[src/rtl/triumph_if_prefetch.sv]
// rtl/triumph_if_prefetch.sv - instruction fetch stage with prefetch FIFO, halt, redirect and PC wrap
// Responses landing into an empty FIFO bypass straight to ID, giving request-to-valid of one cycle.
module triumph_if_prefetch #(
    parameter int ADDR_W     = 32,
    parameter int DATA_W     = 32,
    parameter int PC_INC     = 1,
    parameter int RESET_PC   = 0,
    parameter int PC_LIMIT   = 30,
    parameter int FIFO_DEPTH = 2
) (
    input  logic              clk_i,
    input  logic              rst_i,
    output logic              instr_req_o,
    output logic [ADDR_W-1:0] instr_addr_o,
    input  logic [DATA_W-1:0] instr_rdata_i,
    output logic              instr_valid_id_o,
    output logic [DATA_W-1:0] instr_data_id_o,
    output logic [ADDR_W-1:0] instr_pc_id_o,
    input  logic              id_ready_i,
    input  logic              redirect_i,
    input  logic [ADDR_W-1:0] redirect_pc_i,
    input  logic              halt_i,
    output logic              halted_o
);
    localparam int CW = $clog2(FIFO_DEPTH);

    typedef enum logic [1:0] {BOOT, RUN, HALT} state_t;

    state_t            state, state_nxt;
    logic [ADDR_W-1:0] pc, pc_seq;
    logic              inflight;
    logic [ADDR_W-1:0] inflight_pc;
    logic              issue;

    logic [DATA_W-1:0] fifo_data [FIFO_DEPTH];
    logic [ADDR_W-1:0] fifo_pc   [FIFO_DEPTH];
    logic [CW-1:0]     rd_ptr, wr_ptr;
    logic [CW:0]       count;
    logic [CW+1:0]     occ;

    logic fifo_empty, landing, pop, pop_store, push_store;

    // A response is killed by a redirect in the cycle it arrives.
    assign landing    = inflight & ~redirect_i;
    assign fifo_empty = (count == '0);
    assign pop        = instr_valid_id_o & id_ready_i;
    assign pop_store  = pop & ~fifo_empty;
    assign push_store = landing & ~(fifo_empty & pop);

    assign instr_valid_id_o = ~fifo_empty | landing;
    assign instr_data_id_o  = ~fifo_empty ? fifo_data[rd_ptr] :
                              (landing ? instr_rdata_i : '0);
    assign instr_pc_id_o    = ~fifo_empty ? fifo_pc[rd_ptr] :
                              (landing ? inflight_pc : '0);

    assign occ    = {1'b0, count} + (CW+2)'(inflight) - (CW+2)'(pop);
    assign pc_seq = (pc == ADDR_W'(PC_LIMIT)) ? ADDR_W'(RESET_PC) : pc + ADDR_W'(PC_INC);

    assign instr_req_o  = issue;
    assign instr_addr_o = pc;
    assign halted_o     = (state == HALT) & ~inflight;

    always_comb begin
        state_nxt = state;
        issue     = 1'b0;
        case (state)
            BOOT: state_nxt = RUN;
            RUN: begin
                if (halt_i) state_nxt = HALT;
                issue = ~halt_i & ~redirect_i & (occ < (CW+2)'(FIFO_DEPTH));
            end
            HALT: if (!halt_i) state_nxt = RUN;
            default: state_nxt = BOOT;
        endcase
    end

    always_ff @(posedge clk_i or posedge rst_i) begin
        if (rst_i) begin
            state       <= BOOT;
            pc          <= ADDR_W'(RESET_PC);
            inflight    <= 1'b0;
            inflight_pc <= '0;
        end else begin
            state    <= state_nxt;
            inflight <= issue;
            if (issue) inflight_pc <= pc;
            if (redirect_i) pc <= redirect_pc_i;
            else if (issue) pc <= pc_seq;
        end
    end

    always_ff @(posedge clk_i or posedge rst_i) begin
        if (rst_i) begin
            rd_ptr <= '0;
            wr_ptr <= '0;
            count  <= '0;
        end else if (redirect_i) begin
            rd_ptr <= '0;
            wr_ptr <= '0;
            count  <= '0;
        end else begin
            if (push_store) wr_ptr <= wr_ptr + 1'b1;
            if (pop_store)  rd_ptr <= rd_ptr + 1'b1;
            case ({push_store, pop_store})
                2'b10:   count <= count + 1'b1;
                2'b01:   count <= count - 1'b1;
                default: count <= count;
            endcase
        end
    end

    // Storage is never read while empty, so it needs no reset.
    always_ff @(posedge clk_i) begin
        if (push_store) begin
            fifo_data[wr_ptr] <= instr_rdata_i;
            fifo_pc[wr_ptr]   <= inflight_pc;
        end
    end
endmodule

[config.mk]
export PLATFORM = sky130hd
export DESIGN_NAME = triumph_if_prefetch
export DESIGN_NICKNAME = d
export VERILOG_FILES = /design/src/rtl/triumph_if_prefetch.sv
export SDC_FILE = /design/constraint.sdc
export NUM_CORES = 1
export LEC_CHECK = 0
export ABC_AREA = 1
export CORE_MARGIN = 5
export CORE_UTILIZATION = 55
export DETAILED_ROUTE_END_ITERATION = 8
export DONT_BUFFER_PORTS = 1
export PLACE_DENSITY = 0.7
export RECOVER_POWER = 25
export REMOVE_ABC_BUFFERS = 1
export SLEW_MARGIN = 10
export SYNTH_ARGS = -nofsm -noshare
export SYNTH_HDL_FRONTEND = slang
export SYNTH_SLANG_ARGS = --single-unit
[constraint.sdc]
create_clock -name clk_i -period 4.9 [get_ports clk_i]
set_clock_uncertainty 0.2 [all_clocks]
set_input_delay 0.49 -clock clk_i [delete_from_list [all_inputs] [get_ports clk_i]]
set_output_delay 0.49 -clock clk_i [all_outputs]
set_load 0.05 [all_outputs]
Word-level counts from Yosys, hierarchy flattened

Memories as Yosys holds them, arrays and structs flattened.
Cells that the tools add are included.

Equal/unequal tests: 7
Multiplexer cells: 19
Reduce and logical (&&, ||, !) cells: 7
Magnitude comparators: 1
Bitwise gates (word level): 14
Add/sub/neg operators: 7

Operators by type and width:

| operator                                                                     | count |
|---|---|
| 32-bit 2-to-1 mux                                                            | 7 |
| 32-bit by 1-bit adder with 32-bit output, second input constant              | 1 |
| 32-bit by 5-bit equality test with 1-bit output, second input constant       | 1 |
| 1-bit AND                                                                    | 8 |
| 1-bit 2-to-1 mux                                                             | 7 |
| 2-bit 2-to-1 mux                                                             | 3 |
| 2-bit one-hot mux with 3 select lines                                        | 1 |
| 2-bit nonzero test                                                           | 3 |
| 1-bit inverter                                                               | 5 |
| 2-bit by 1-bit equality test with 1-bit output, second input constant        | 2 |
| 2-bit equality test, second input constant                                   | 2 |
| 2-bit zero test                                                              | 2 |
| 2-bit != test, second input constant                                         | 2 |
| 2-bit one-hot mux with 2 select lines                                        | 1 |
| 2-bit by 1-bit adder with 3-bit output                                       | 1 |
| 3-bit by 2-bit less-than comparator with 1-bit output, second input constant | 1 |
| 3-bit nonzero test                                                           | 1 |
| 3-bit by 1-bit subtractor with 3-bit output                                  | 1 |
| 1-bit adder, second input constant                                           | 2 |
| 2-bit by 1-bit adder with 2-bit output, second input constant                | 1 |
| 2-bit AND reduction                                                          | 1 |
| 2-bit by 1-bit subtractor with 2-bit output, second input constant           | 1 |
| 1-bit OR                                                                     | 1 |

Output and inout port bits: 99
Memories kept: 2
Register bits after elaboration: 71
RAM bits: 128
Word-level logic and storage cells: 64
Input bits: 69

Memory list:

| memory    | words | bits a word | read ports | clocked after Yosys merged registers in | write ports | RTL line | text |
|---|---|---|---|---|---|---|---|
| fifo_data | 2     | 32          | 1          | 0                                       | 1           | 35       | `logic [DATA_W-1:0] fifo_data [FIFO_DEPTH];` |
| fifo_pc   | 2     | 32          | 1          | 0                                       | 1           | 36       | `logic [ADDR_W-1:0] fifo_pc [FIFO_DEPTH];` |

Logic depth before layout (Yosys ltp)

Depth in word-level cells: 10
Gate-level depth with buffers: 16

Worst setup path before layout

Ideal clock, no wire load.

Path type: input-to-reg
From: input port redirect_i
To: memory fifo_data[1][0] (enable)
Cell stages on the path: 6
Data required time: 4,212 ps
Setup slack: 399 ps
Library setup time: 488 ps
Arrival time: 3,813 ps
Cell sequence: buf_6 > inv_1 > nand2_1 > a21oi_1 > inv_1 > nor2_1

Word-level cells in the longest chain between the ends: 9

RTL lines:

| element                                    | RTL line | text |
|---|---|---|
| start: declaration                         | 20       | `input logic redirect_i,` |
| 1-bit inverter (*)                         | 44       | `assign landing = inflight & ~redirect_i;` |
| 1-bit AND (*)                              | 44       |  |
| 1-bit OR                                   | 50       | `assign instr_valid_id_o = ~fifo_empty \| landing;` |
| 1-bit AND                                  | 46       | `assign pop = instr_valid_id_o & id_ready_i;` |
| 1-bit AND                                  | 48       | `assign push_store = landing & ~(fifo_empty & pop);` |
| 1-bit inverter                             | 48       |  |
| 1-bit AND (*)                              | 48       |  |
| 1-bit 2-to-1 mux (*)                       | 114      | `if (push_store) begin` |
| 1-bit 2-to-1 mux (not written as such) (*) | 115      | `fifo_data[wr_ptr] <= instr_rdata_i;` |
| end: declaration                           | 35       |  |

Mark *: on every way between the ends. The rest lies on a longest branch, timed or not.

Worst setup path in the final report

From: register count[1]
To: output port instr_data_id_o[11]

Word-level cells in the longest chain between the ends: 2

RTL lines:

| element                  | RTL line | text |
|---|---|---|
| start: declaration       | 38       | `logic [CW:0] count;` |
| start signal: assignment | 105      | `2'b10: count <= count + 1'b1;` |
| start signal: assignment | 106      | `2'b01: count <= count - 1'b1;` |
| start signal: assignment | 107      | `default: count <= count;` |
| 2-bit zero test          | 45       | `assign fifo_empty = (count == '0);` |
| 32-bit 2-to-1 mux        | 51       | `assign instr_data_id_o = ~fifo_empty ? fifo_data[rd_ptr] :` |
| end: declaration         | 17       | `output logic [DATA_W-1:0] instr_data_id_o,` |

No other way between the ends.

==> metrics.md <==
| Metric | Value |
|---|---|
| Worst-Margin Slew | 1230 ps |
| Fin Setup TNS | 0 ps |
| First-pass GRT wire length | 37700 um |
| Post-route minimum period | 3760 ps |
| Post-Synth Adder-Cell Area | 0.609% |
| VDD IR max | 0.414 mV |
| Synth Instances | 1018 |
| Final Util | 64.2% |
| Post-Layout Cell Count | 1279 |
| Die area | 0.0199 sq mm |
| Initial antenna violation count | 0 |
| Required time worst endpoint | 4210 ps |
| Warnings, synthesis | 0 |
| # rows | 48 |
| PD cells | 528 mW/mm^2 |
| Buffers on Ports | 0 |
| Placed instance count | 1199 |
| Crit path launch type | flop |
| Crit Path Max Fanout | 76 |
| Diode count | 0 |
| Clock root cell | clkbuf_16 |
| Initial Util | 55.4% |
| Total core area | 0.0171 sq mm |
| Total congestion overflow | 0 |
| CP endpoint kind | output port |
| Max-slew violation count | 0 |
| CTS Buf Count | 17 |
| CTS tree | yes |
| Synthesized flop and latch total | 199 |
| Worst Setup Path Type | flop to output port |
| 1st-iter DRT viols | 512 |
| Maximum clock path buffer count | 2 |
| Hold Vio Cnt, Final | 0 |
| Die X | 141 um |
| Post-synthesis compound-gate area fraction | 8.65% |
| Period utilisation layout | 76.7% |
| Final number of setup-violating endpoints | 0 |
| Final WL | 23100 um |
| Syn-to-layout area delta | 15.9% |
| Routed vias/inst | 5.65 |
| DR WL/cell | 18.1 um |
| Post-synthesis xor/xnor area fraction | 0.742% |
| Overall Global Routing Usage | 23.7% |
| Die Ht | 141 um |
| Setup repair after global routing missed its margin | false |
| Most common cell after layout, fill and taps aside | nand2_1 |
| Post-DP HPWL | 15000 um |
| Sequential fraction of the synthesis area | 59.5% |
| Hold Crit Class | input port to flop |
| Largest family of logic cells by synthesized area | simple AND/OR/NAND/NOR gates |
| Drt pass-1 iters | 5 |
| Proportion of synthesized area in mux cells | 0% |
| Worst Path Arrival | 3070 ps |
| Commonest non-fill, non-tap cells in the layout | 199 x nand2_1, 186 x nor2_1, 128 x edfxtp_1, 107 x nand3_1, 79 x inv_1 |
| DR vias | 7224 |
| Layout net count | 1114 |
| Vias in the first global route | 7117 |
| Largest net degree at the start of global routing | 77 |
| Clk pin slew, worst setup/hold paths | 70 ps |
| Post-route ant nets | 0 |
| Run status | complete, no violations |
| Static leakage | 0.00432 uW |
| Synth Area in Simple Gates | 24.5% |
| I/O pins | 168 |
| Synth Area per Inst | 9.28 sq um |
| CTS Sinks | 199 |
| Layout cells sized above 1 | 11.4% |
| Yosys cell types | 33 |
| # Max-Cap Violations | 0 |
| DRC errors left | 0 |
| CTS H-Tree Depth | 4 |
| Worst skew pair latency | 430 ps |
| Post-cts gate resize count | 0 |
| Fmax | 266 MHz |
| Mapped Area | 0.00945 sq mm |
| Placer congestion estimate | 0.886 |
| Slew HR | 18.0% |
-- cell usage after synthesis, drive strengths merged --
cell type	instances	area share, %
o211ai	1	0.079
nand3	107	5.7
o31ai	64	5.1
edfxtp	128	41
fa	1	0.21
ha	3	0.40
xor2	7	0.65
a21boi	1	0.079
inv	83	3.3
nand2	202	8.2
and2	1	0.066
nor3b	1	0.20
nand4	30	2.1
o22ai	1	0.066
nor2	196	8.1
dfrtp	71	19
xnor2	1	0.093
clkinv	1	0.040
o21ai	60	3.2
clkbuf	21	0.83
nor3	2	0.11
buf	33	1.9
a21oi	3	0.16
-- power by group --
group          switching, uW  internal, uW  leakage (uW)
Clock                    598           749      0.000269
Sequential               409          2060       0.00204
Combinational           1550           420       0.00201
Total                   2550          3230       0.00432
-- metrics by stage --
| stage | total power, uW | worst slack [ps] | hold slack [ps] | cell area (sq um) |
|---|---|---|---|---|
| 2_1_floorplan | 3910 | -2910 | 265 | 9190 |
| 5_1_grt | 6060 | 918 | 19.0 | 10900 |
| 4_1_cts | 5820 | 1120 | 1.46 | 10900 |
| 6_report | 5780 | 1140 | 14.2 | 10900 |
| 3_5_place_dp | 4450 | 1500 | 296 | 9910 |
| 3_3_place_gp | 4420 | 1540 | 291 | 9910 |
-- critical path: stages (launching register included) --
cell	delay [ps]
dfrtp_1	460
nor2_4	110
buf_4	760
buf_4	730
nand3_1	190
o31ai_2	330
-- state kept, by name, indices dropped and copies added (netlist names) --
signal	count
instr_addr_o	32
count	2
inflight	1
fifo_pc	64
wr_ptr	1
rd_ptr	1
fifo_data	64
inflight_pc	32
state	2
-- routing by layer --
| layer | track usage (%) | wire length [um] | up-vias |
|---|---|---|---|
| met5 | 0 | 0 | - |
| met4 | 6.22 | 277 | 0 |
| met3 | 6.38 | 1470 | 19 |
| met2 | 39.2 | 11500 | 218 |
| met1 | 31.3 | 9930 | 3492 |
| li1 | - | - | 3495 |
-- cell type report --
| class | count | area (sq um) |
|---|---|---|
| timing repair buffer | 58 | 568 |
| clock inverter | 13 | 129 |
| fill | 1385 | 6110 |
| inverter | 84 | 315 |
| tap | 225 | 282 |
| sequential | 199 | 5620 |
| multi-input combinational | 681 | 3600 |
| clock buffer | 19 | 433 |
-- final timing paths --
| kind | slack (ps) | depth (start not counted) | to | startpoint |
|---|---|---|---|---|
| setup / recovery | 1140 | 5 | instr_data_id_o[11] | count[1] |
| hold / removal | 10 | 2 | instr_addr_o[14] | redirect_pc_i[14] |
| setup reg to reg | 1600 | 13 | instr_addr_o[5] | inflight |
| hold reg to reg | 310 | 0 | fifo_pc[1][13] | inflight_pc[13] |
| max in group asynchronous | 3010 | 3 | instr_addr_o[28] | rst_i |
| min in group asynchronous | 530 | 2 | instr_addr_o[1] | rst_i |
-- logic make-up (layout without fill, tap and decap cells) --
| group | Yosys count | count (layout) |
|---|---|---|
| and+or+nand+nor | 539 | 539 |
| DFF | 199 | 199 |
| buffers and inverters | 138 | 174 |
| AOI/OAI and AO/OA | 130 | 130 |
| xor gates and xnor gates | 8 | 8 |
| adders and majority gates | 4 | 4 |
-- what timing repair did --
action / 4_1_cts / 5_1_grt
hold endpoints to repair: 116 / 0
hold buffers: 48 / 0
buffers inserted: 0 / 0
endpoints found under the setup margin: 0 / 0
(Power assumes the default switching activity.)
